==> src/rtl/instr_fetch_unit_pkg.sv <==
// Shared definitions for the instruction fetch front end: reset PC, NOP encoding,
// FSM state encoding and the buffer entry layout.
package instr_fetch_unit_pkg;

    localparam logic [31:0] RESET_PC_DEFAULT = 32'h0000_0000;
    localparam logic [31:0] NOP_INSTR        = 32'h0000_0013;

    typedef enum logic [1:0] {
        ST_BOOT  = 2'd0,
        ST_FETCH = 2'd1,
        ST_DRAIN = 2'd2
    } fetch_state_e;

    typedef struct packed {
        logic [31:0] pc;
        logic [31:0] instr;
    } fetch_entry_t;

    function automatic logic [31:0] word_align(input logic [31:0] addr);
        return addr & 32'hFFFF_FFFC;
    endfunction

endpackage

==> src/rtl/instr_fetch_unit_instr_buf.sv <==
// instr_buf: small synchronous FIFO of {pc, instr} pairs with a same-cycle flush.
// Head is read combinationally so a pushed entry is visible the following cycle.
module instr_buf
    import instr_fetch_unit_pkg::*;
#(
    parameter  int DEPTH = 2,
    localparam int AW    = $clog2(DEPTH),
    localparam int CW    = AW + 1
) (
    input  logic         clk,
    input  logic         i_rst,
    input  logic         i_flush,
    input  logic         i_push,
    input  fetch_entry_t i_data,
    input  logic         i_pop,
    output fetch_entry_t o_head,
    output logic         o_full,
    output logic         o_empty,
    output logic [CW-1:0] o_count
);

    fetch_entry_t   mem_q [DEPTH];
    logic [AW-1:0]  wr_ptr_q, wr_ptr_d;
    logic [AW-1:0]  rd_ptr_q, rd_ptr_d;
    logic [CW-1:0]  count_q, count_d;
    logic           do_pop;

    assign o_empty = (count_q == '0);
    assign o_full  = (count_q == CW'(DEPTH));
    assign o_count = count_q;
    assign o_head  = mem_q[rd_ptr_q];
    assign do_pop  = i_pop & ~o_empty;

    always_comb begin
        wr_ptr_d = wr_ptr_q;
        rd_ptr_d = rd_ptr_q;
        count_d  = count_q;
        if (i_flush) begin
            wr_ptr_d = '0;
            rd_ptr_d = '0;
            count_d  = '0;
        end else begin
            if (i_push) begin
                wr_ptr_d = wr_ptr_q + AW'(1);
            end
            if (do_pop) begin
                rd_ptr_d = rd_ptr_q + AW'(1);
            end
            count_d = count_q + CW'(i_push) - CW'(do_pop);
        end
    end

    always_ff @(posedge clk or posedge i_rst) begin
        if (i_rst) begin
            wr_ptr_q <= '0;
            rd_ptr_q <= '0;
            count_q  <= '0;
        end else begin
            wr_ptr_q <= wr_ptr_d;
            rd_ptr_q <= rd_ptr_d;
            count_q  <= count_d;
        end
    end

    // Storage needs no reset: validity is tracked entirely by the pointers.
    always_ff @(posedge clk) begin
        if (i_push && !i_flush) begin
            mem_q[wr_ptr_q] <= i_data;
        end
    end

endmodule

==> src/rtl/instr_fetch_unit.sv <==
// Instruction fetch unit: owns the PC, issues credit-limited fetches, buffers
// in-order responses and drops responses made stale by an execute redirect.
module instr_fetch_unit
    import instr_fetch_unit_pkg::*;
#(
    parameter logic [31:0] RESET_PC  = RESET_PC_DEFAULT,
    parameter int          BUF_DEPTH = 2
) (
    input  logic        clk,
    input  logic        i_rst,
    output logic        o_imem_req,
    output logic [31:0] o_imem_addr,
    input  logic        i_imem_gnt,
    input  logic        i_imem_rvalid,
    input  logic [31:0] i_imem_rdata,
    output logic        o_valid,
    input  logic        i_ready,
    output logic [31:0] o_instr,
    output logic [31:0] o_pc,
    input  logic        i_redirect,
    input  logic [31:0] i_redirect_pc
);

    localparam int            AW      = $clog2(BUF_DEPTH);
    localparam int            CW      = AW + 1;
    localparam logic [CW-1:0] DEPTH_C = CW'(BUF_DEPTH);

    fetch_state_e  state_q, state_d;
    logic [31:0]   pc_q, pc_d;
    logic [CW-1:0] out_q, out_d;
    logic [31:0]   pcq_mem_q [BUF_DEPTH];
    logic [AW-1:0] pcq_wr_q, pcq_wr_d;
    logic [AW-1:0] pcq_rd_q, pcq_rd_d;

    fetch_entry_t  buf_head, buf_wdata;
    logic          buf_full, buf_empty, buf_push, buf_pop;
    logic [CW-1:0] buf_count;
    logic          req, issue, rsp_ok, in_fetch;

    // Credits cover both in-flight requests and buffered words, so a
    // response always finds room without a backpressure path to memory.
    assign in_fetch = (state_q == ST_FETCH);
    assign req      = in_fetch && (({1'b0, out_q} + {1'b0, buf_count}) < {1'b0, DEPTH_C});
    assign issue    = req & i_imem_gnt;
    assign rsp_ok   = i_imem_rvalid & (out_q != '0);

    assign o_valid  = ~buf_empty & ~i_redirect;
    assign buf_pop  = o_valid & i_ready;
    assign buf_push = rsp_ok & in_fetch & ~i_redirect & (~buf_full | buf_pop);

    assign buf_wdata.pc    = pcq_mem_q[pcq_rd_q];
    assign buf_wdata.instr = i_imem_rdata;

    assign o_imem_req  = req;
    assign o_imem_addr = pc_q;
    assign o_instr     = buf_empty ? NOP_INSTR : buf_head.instr;
    assign o_pc        = buf_empty ? 32'h0000_0000 : buf_head.pc;

    always_comb begin
        out_d    = out_q + CW'(issue) - CW'(rsp_ok);
        pc_d     = pc_q;
        pcq_wr_d = pcq_wr_q;
        pcq_rd_d = pcq_rd_q;
        state_d  = state_q;

        if (issue) begin
            pc_d     = pc_q + 32'd4;
            pcq_wr_d = pcq_wr_q + AW'(1);
        end
        if (rsp_ok) begin
            pcq_rd_d = pcq_rd_q + AW'(1);
        end

        unique case (state_q)
            ST_BOOT:  state_d = ST_FETCH;
            ST_FETCH: state_d = ST_FETCH;
            ST_DRAIN: state_d = (out_d == '0) ? ST_FETCH : ST_DRAIN;
            default:  state_d = ST_BOOT;
        endcase

        // A same-cycle issue is already counted in out_d and is treated as stale.
        if (i_redirect) begin
            pc_d    = word_align(i_redirect_pc);
            state_d = (out_d != '0) ? ST_DRAIN : ST_FETCH;
        end
    end

    always_ff @(posedge clk or posedge i_rst) begin
        if (i_rst) begin
            state_q  <= ST_BOOT;
            pc_q     <= RESET_PC;
            out_q    <= '0;
            pcq_wr_q <= '0;
            pcq_rd_q <= '0;
        end else begin
            state_q  <= state_d;
            pc_q     <= pc_d;
            out_q    <= out_d;
            pcq_wr_q <= pcq_wr_d;
            pcq_rd_q <= pcq_rd_d;
        end
    end

    always_ff @(posedge clk) begin
        if (issue) begin
            pcq_mem_q[pcq_wr_q] <= pc_q;
        end
    end

    instr_buf #(
        .DEPTH (BUF_DEPTH)
    ) u_instr_buf (
        .clk     (clk),
        .i_rst   (i_rst),
        .i_flush (i_redirect),
        .i_push  (buf_push),
        .i_data  (buf_wdata),
        .i_pop   (buf_pop),
        .o_head  (buf_head),
        .o_full  (buf_full),
        .o_empty (buf_empty),
        .o_count (buf_count)
    );

endmodule

==> config.mk <==
export PLATFORM = sky130hd
export DESIGN_NAME = instr_fetch_unit
export DESIGN_NICKNAME = d
export VERILOG_FILES = /design/src/rtl/instr_fetch_unit_pkg.sv /design/src/rtl/instr_fetch_unit_instr_buf.sv /design/src/rtl/instr_fetch_unit.sv
export SDC_FILE = /design/constraint.sdc
export NUM_CORES = 1
export LEC_CHECK = 0
export BUFFER_PORTS_ARGS = -buffer_cell sky130_fd_sc_hd__buf_2
export CAP_MARGIN = 15
export CORE_MARGIN = 2
export CORE_UTILIZATION = 60
export DETAILED_ROUTE_END_ITERATION = 8
export PLACE_DENSITY = 0.94
export SYNTH_ARGS = -nofsm -noshare
export SYNTH_HDL_FRONTEND = slang
export SYNTH_HIERARCHICAL = 1
export SYNTH_SLANG_ARGS = --single-unit
==> constraint.sdc <==
create_clock -name clk -period 15.28 [get_ports clk]
set_input_delay 3.056 -clock clk [delete_from_list [all_inputs] [get_ports clk]]
set_output_delay 3.056 -clock clk [all_outputs]
set_load 0.1 [all_outputs]
==> results.py <==
metrics = {
    "job": {
        "max_cap_violations": 0,
    },
    "worst_setup_path": {
        "cpLargestDelayFamily": "buffers and inverters",
        "r2r-start": "u_instr_buf/o_count[0]$_DFF_PP0_",
        "r2r-end": "state_q[1]$_DFF_PP0_",
        "start_kind": "primary input",
        "worstSetupPathType": "primary input to output port",
        "reg2reg_depth": 11,
        "max_stage_delay_ns": 0.61,
        "cp_max_fo": 43,
        "critPathRequiredTime_ns": 12.22,
        "cp-endpoint": "o_valid",
        "crit_buf_inv": 2,
        "crit_start": "i_redirect",
        "cp.depth": 3,
        "cp_slowest_cell": "buf_2",
        "crit_path_frequent_cell": "buf_2",
        "r2r_setup_slack_ns": 12.03,
        "endpoint_kind": "output port",
        "cp.arrival_ns": 4.18,
        "crit_chain": "buf_2 > nor2_1 > buf_2",
    },
    "logic_synthesis": {
        "synth_flop_cell": "edfxtp_1",
        "ys_warn_count": 6,
        "synth_edf_count": 188,
        "ys_seq_area_share_pct": 68.7,
        "syn_area_per_cell_um2": 15.1,
        "yosys.cell_types.count": 48,
        "synth_compound_gate_area_share_pct": 3.84,
        "synthMuxAreaShare_pct": 11.2,
        "async_flop_share_pct": 17.5,
        "syn-cell-area_um2": 9670,
        "synth_xor_area_share_pct": 1.32,
        "synth_top_family_by_area": "simple AND/OR/NAND/NOR gates",
        "synth_cells": 639,
        "synth-seq-cells": 228,
        "synthSimpleGateAreaFrac_pct": 11.6,
        "synthAdderAreaFrac_pct": 0.854,
    },
    "drt": {
        "viasPerCell": 5.71,
        "met3_length_mm": 1.12,
        "totalWireLength_mm": 19.6,
        "drt_first_pass_iters": 5,
        "top_layer": "met4",
        "vias": 5925,
        "drt_iter0_drc": 374,
        "wl_per_cell_um": 18.9,
        "detail-route-antenna-nets": 0,
        "wl_met2_mm": 10.1,
        "drc": 0,
        "met1_length_mm": 7.84,
    },
    "power_and_ir_drop": {
        "power.density_nw_per_um2": 146,
        "p_sw_uw": 535,
        "pwr-share-comb_pct": 22.3,
        "p_leak_uw": 0.00421,
        "clock_power_share_pct": 31.4,
        "netSwitchingFraction_pct": 32.3,
        "peakVddDrop_mv": 0.0732,
        "p_int_uw": 1120,
        "power_frac_seq_pct": 46.3,
        "p_total_uw": 1660,
    },
    "cts": {
        "cts_made_buffers": 23,
        "tritoncts": "yes",
        "numClockSinks": 228,
        "cts-root-buf": "clkbuf_16",
        "clk_pin_slew_ns": 0.06,
        "cts.htree.levels": 1,
        "cts_buffer_depth": 3,
        "clk_latency_ns": 0.50,
        "cts_setup_buffers": 0,
        "cts_hold_buf": 0,
        "post_cts_resized": 0,
    },
    "grt": {
        "grt_pass1_wl_mm": 29.7,
        "grt_max_degree": 66,
        "grt_pass1_vias": 5881,
        "track_usage_pct": 22.4,
        "grt_remaining_overflow": 0,
        "antenna_found_initial": 0,
    },
    "status": {
        "outcome": "complete, no violations",
    },
    "placed_design": {
        "dpl.hpwl_mm": 12.1,
        "gp_congestion": 0.832,
        "io_buffer_count": 163,
        "dp_cells": 997,
    },
    "sta": {
        "max_freq_ghz": 0.138,
        "rsz0062_at_grt": "false",
        "period_share_pct": 47.3,
        "slew_viol_final": 0,
        "hold_viol_final": 0,
        "tns_ns": 0,
        "slew_headroom_pct": 40.4,
        "setup_viol": 0,
        "worst-slew-pin-transition_ns": 0.894,
        "clock_skew_ns": 0.0138,
        "post-route-min-period_ns": 7.23,
        "whs_ns": 0.519,
    },
    "finish": {
        "fillers": 999,
        "antenna_cells": 0,
        "fin_cells": 1038,
        "drive_above_1_share_pct": 37.8,
        "nNetsFinal": 882,
        "fin_util_pct": 71.8,
        "area_delta_synth_final_pct": 17.6,
    },
    "die": {
        "die_w_um": 131,
        "dieArea_um2": 17100,
        "rows": 46,
        "boundaryPins": 168,
        "core_um2": 15800,
        "die_h_um": 131,
        "start_util_pct": 61.1,
    },
    "min_path": {
        "min_path_type": "flop to flop",
    },
}
[worst min path at each step]
stage                     depth (start not counted)            startpoint                    to  slack, ns
after floorplan                                   1  pcq_wr_q$_DFFE_PP0N_  pcq_wr_q$_DFFE_PP0N_       0.46
after global placement                            1  pcq_wr_q$_DFFE_PP0N_  pcq_wr_q$_DFFE_PP0N_       0.49
after detailed placement                          1  pcq_wr_q$_DFFE_PP0N_  pcq_wr_q$_DFFE_PP0N_       0.51
after CTS                                         1  pcq_wr_q$_DFFE_PP0N_  pcq_wr_q$_DFFE_PP0N_       0.52
after global routing                              1  pcq_wr_q$_DFFE_PP0N_  pcq_wr_q$_DFFE_PP0N_       0.54
final                                             1  pcq_wr_q$_DFFE_PP0N_  pcq_wr_q$_DFFE_PP0N_       0.52
[cells by family (layout without fill, tap and decap cells)]
kind of cell	Yosys count	in the layout
and+or+nand+nor	192	192
xor gates and xnor gates	13	13
DFF	228	228
other	1	6
muxes	96	96
AOI/OAI and AO/OA	58	58
adders and majority gates	6	6
buffers and inverters	45	223
[cells in the mapped netlist, types with 9 or more instances]
master      n  area [µm²]
a31oi_1    16         100
clkbuf_1   18        67.6
dfrtp_1    40        1000
edfxtp_1  188        5650
inv_1       9        33.8
mux2_2     95        1070
nand2_1    22        82.6
nand3_1    16        80.1
nand4_1    10        62.6
nor2_1     25        93.8
nor2b_1    69         432
o21ai_0    16        80.1
o31ai_1    12        90.1
or4_1      16         120
xnor2_1    10        87.6
[metrics by stage]
stage | instance area (µm²) | setup WS, ns
floorplan | 9690 | 4.74
global route | 11400 | 7.98
finish | 11400 | 8.05
global placement | 10700 | 8.13
detailed placement | 10700 | 8.08
CTS | 11400 | 8.09
[layout make-up]
cell class,instances,area [µm²],share of cell area [%]
well taps,216,270,2.38
inverters,11,46.3,0.407
clock buffers,27,601,5.28
repair buffers,171,876,7.71
clock inverters,14,100,0.881
multi-input cells,371,2830,24.9
flip-flops and latches,228,6650,58.5
[cell usage in the layout, fill, tap and decap left out, types with 5 or more instances in the layout]
master | synthesis | layout
a21oi_1 | 5 | 5
a31oi_1 | 16 | 16
and3_1 | 6 | 6
buf_2 | 4 | 163
buf_4 | 2 | 8
clkbuf_16 | 0 | 23
clkinv_1 | 0 | 5
conb_1 | 1 | 6
dfrtp_1 | 40 | 39
edfxtp_1 | 188 | 188
ha_1 | 5 | 5
inv_1 | 9 | 9
mux2_2 | 95 | 95
nand2_1 | 22 | 22
nand3_1 | 16 | 16
nand4_1 | 10 | 10
nor2_1 | 25 | 23
nor2b_1 | 69 | 69
o21ai_0 | 16 | 16
o31ai_1 | 12 | 12
or3_1 | 5 | 5
or4_1 | 16 | 16
xnor2_1 | 10 | 10
[power by group through the flow]
| stage | logic, µW | clock network, µW | registers [µW] |
|---|---|---|---|
| CTS | 370 | 530 | 766 |
| floorplan | 242 | 0 | 824 |
| finish | 369 | 521 | 767 |
| global placement | 356 | 0 | 774 |
| detailed placement | 365 | 0 | 778 |
| global route | 388 | 553 | 771 |
[sequential cells by signal, summed over array words and instances, names as in the netlist]
| signal | cells |
|---|---|
| u_instr_buf/rd_ptr_q | 1 |
| pcq_wr_q | 1 |
| u_instr_buf/mem_q | 128 |
| u_instr_buf/o_count | 2 |
| o_imem_addr | 30 |
| out_q | 2 |
| u_instr_buf/wr_ptr_q | 1 |
| state_q | 2 |
| pcq_rd_q | 1 |
| pcq_mem_q | 60 |
[routing by layer]
layer / GRT usage, % / vias up
li1: - / 2735
met1: 28.6 / 2898
met2: 38.4 / 234
met3: 3.66 / 58
met4: 9.01 / 0
met5: 0 / -
(Power assumes the default switching activity.)
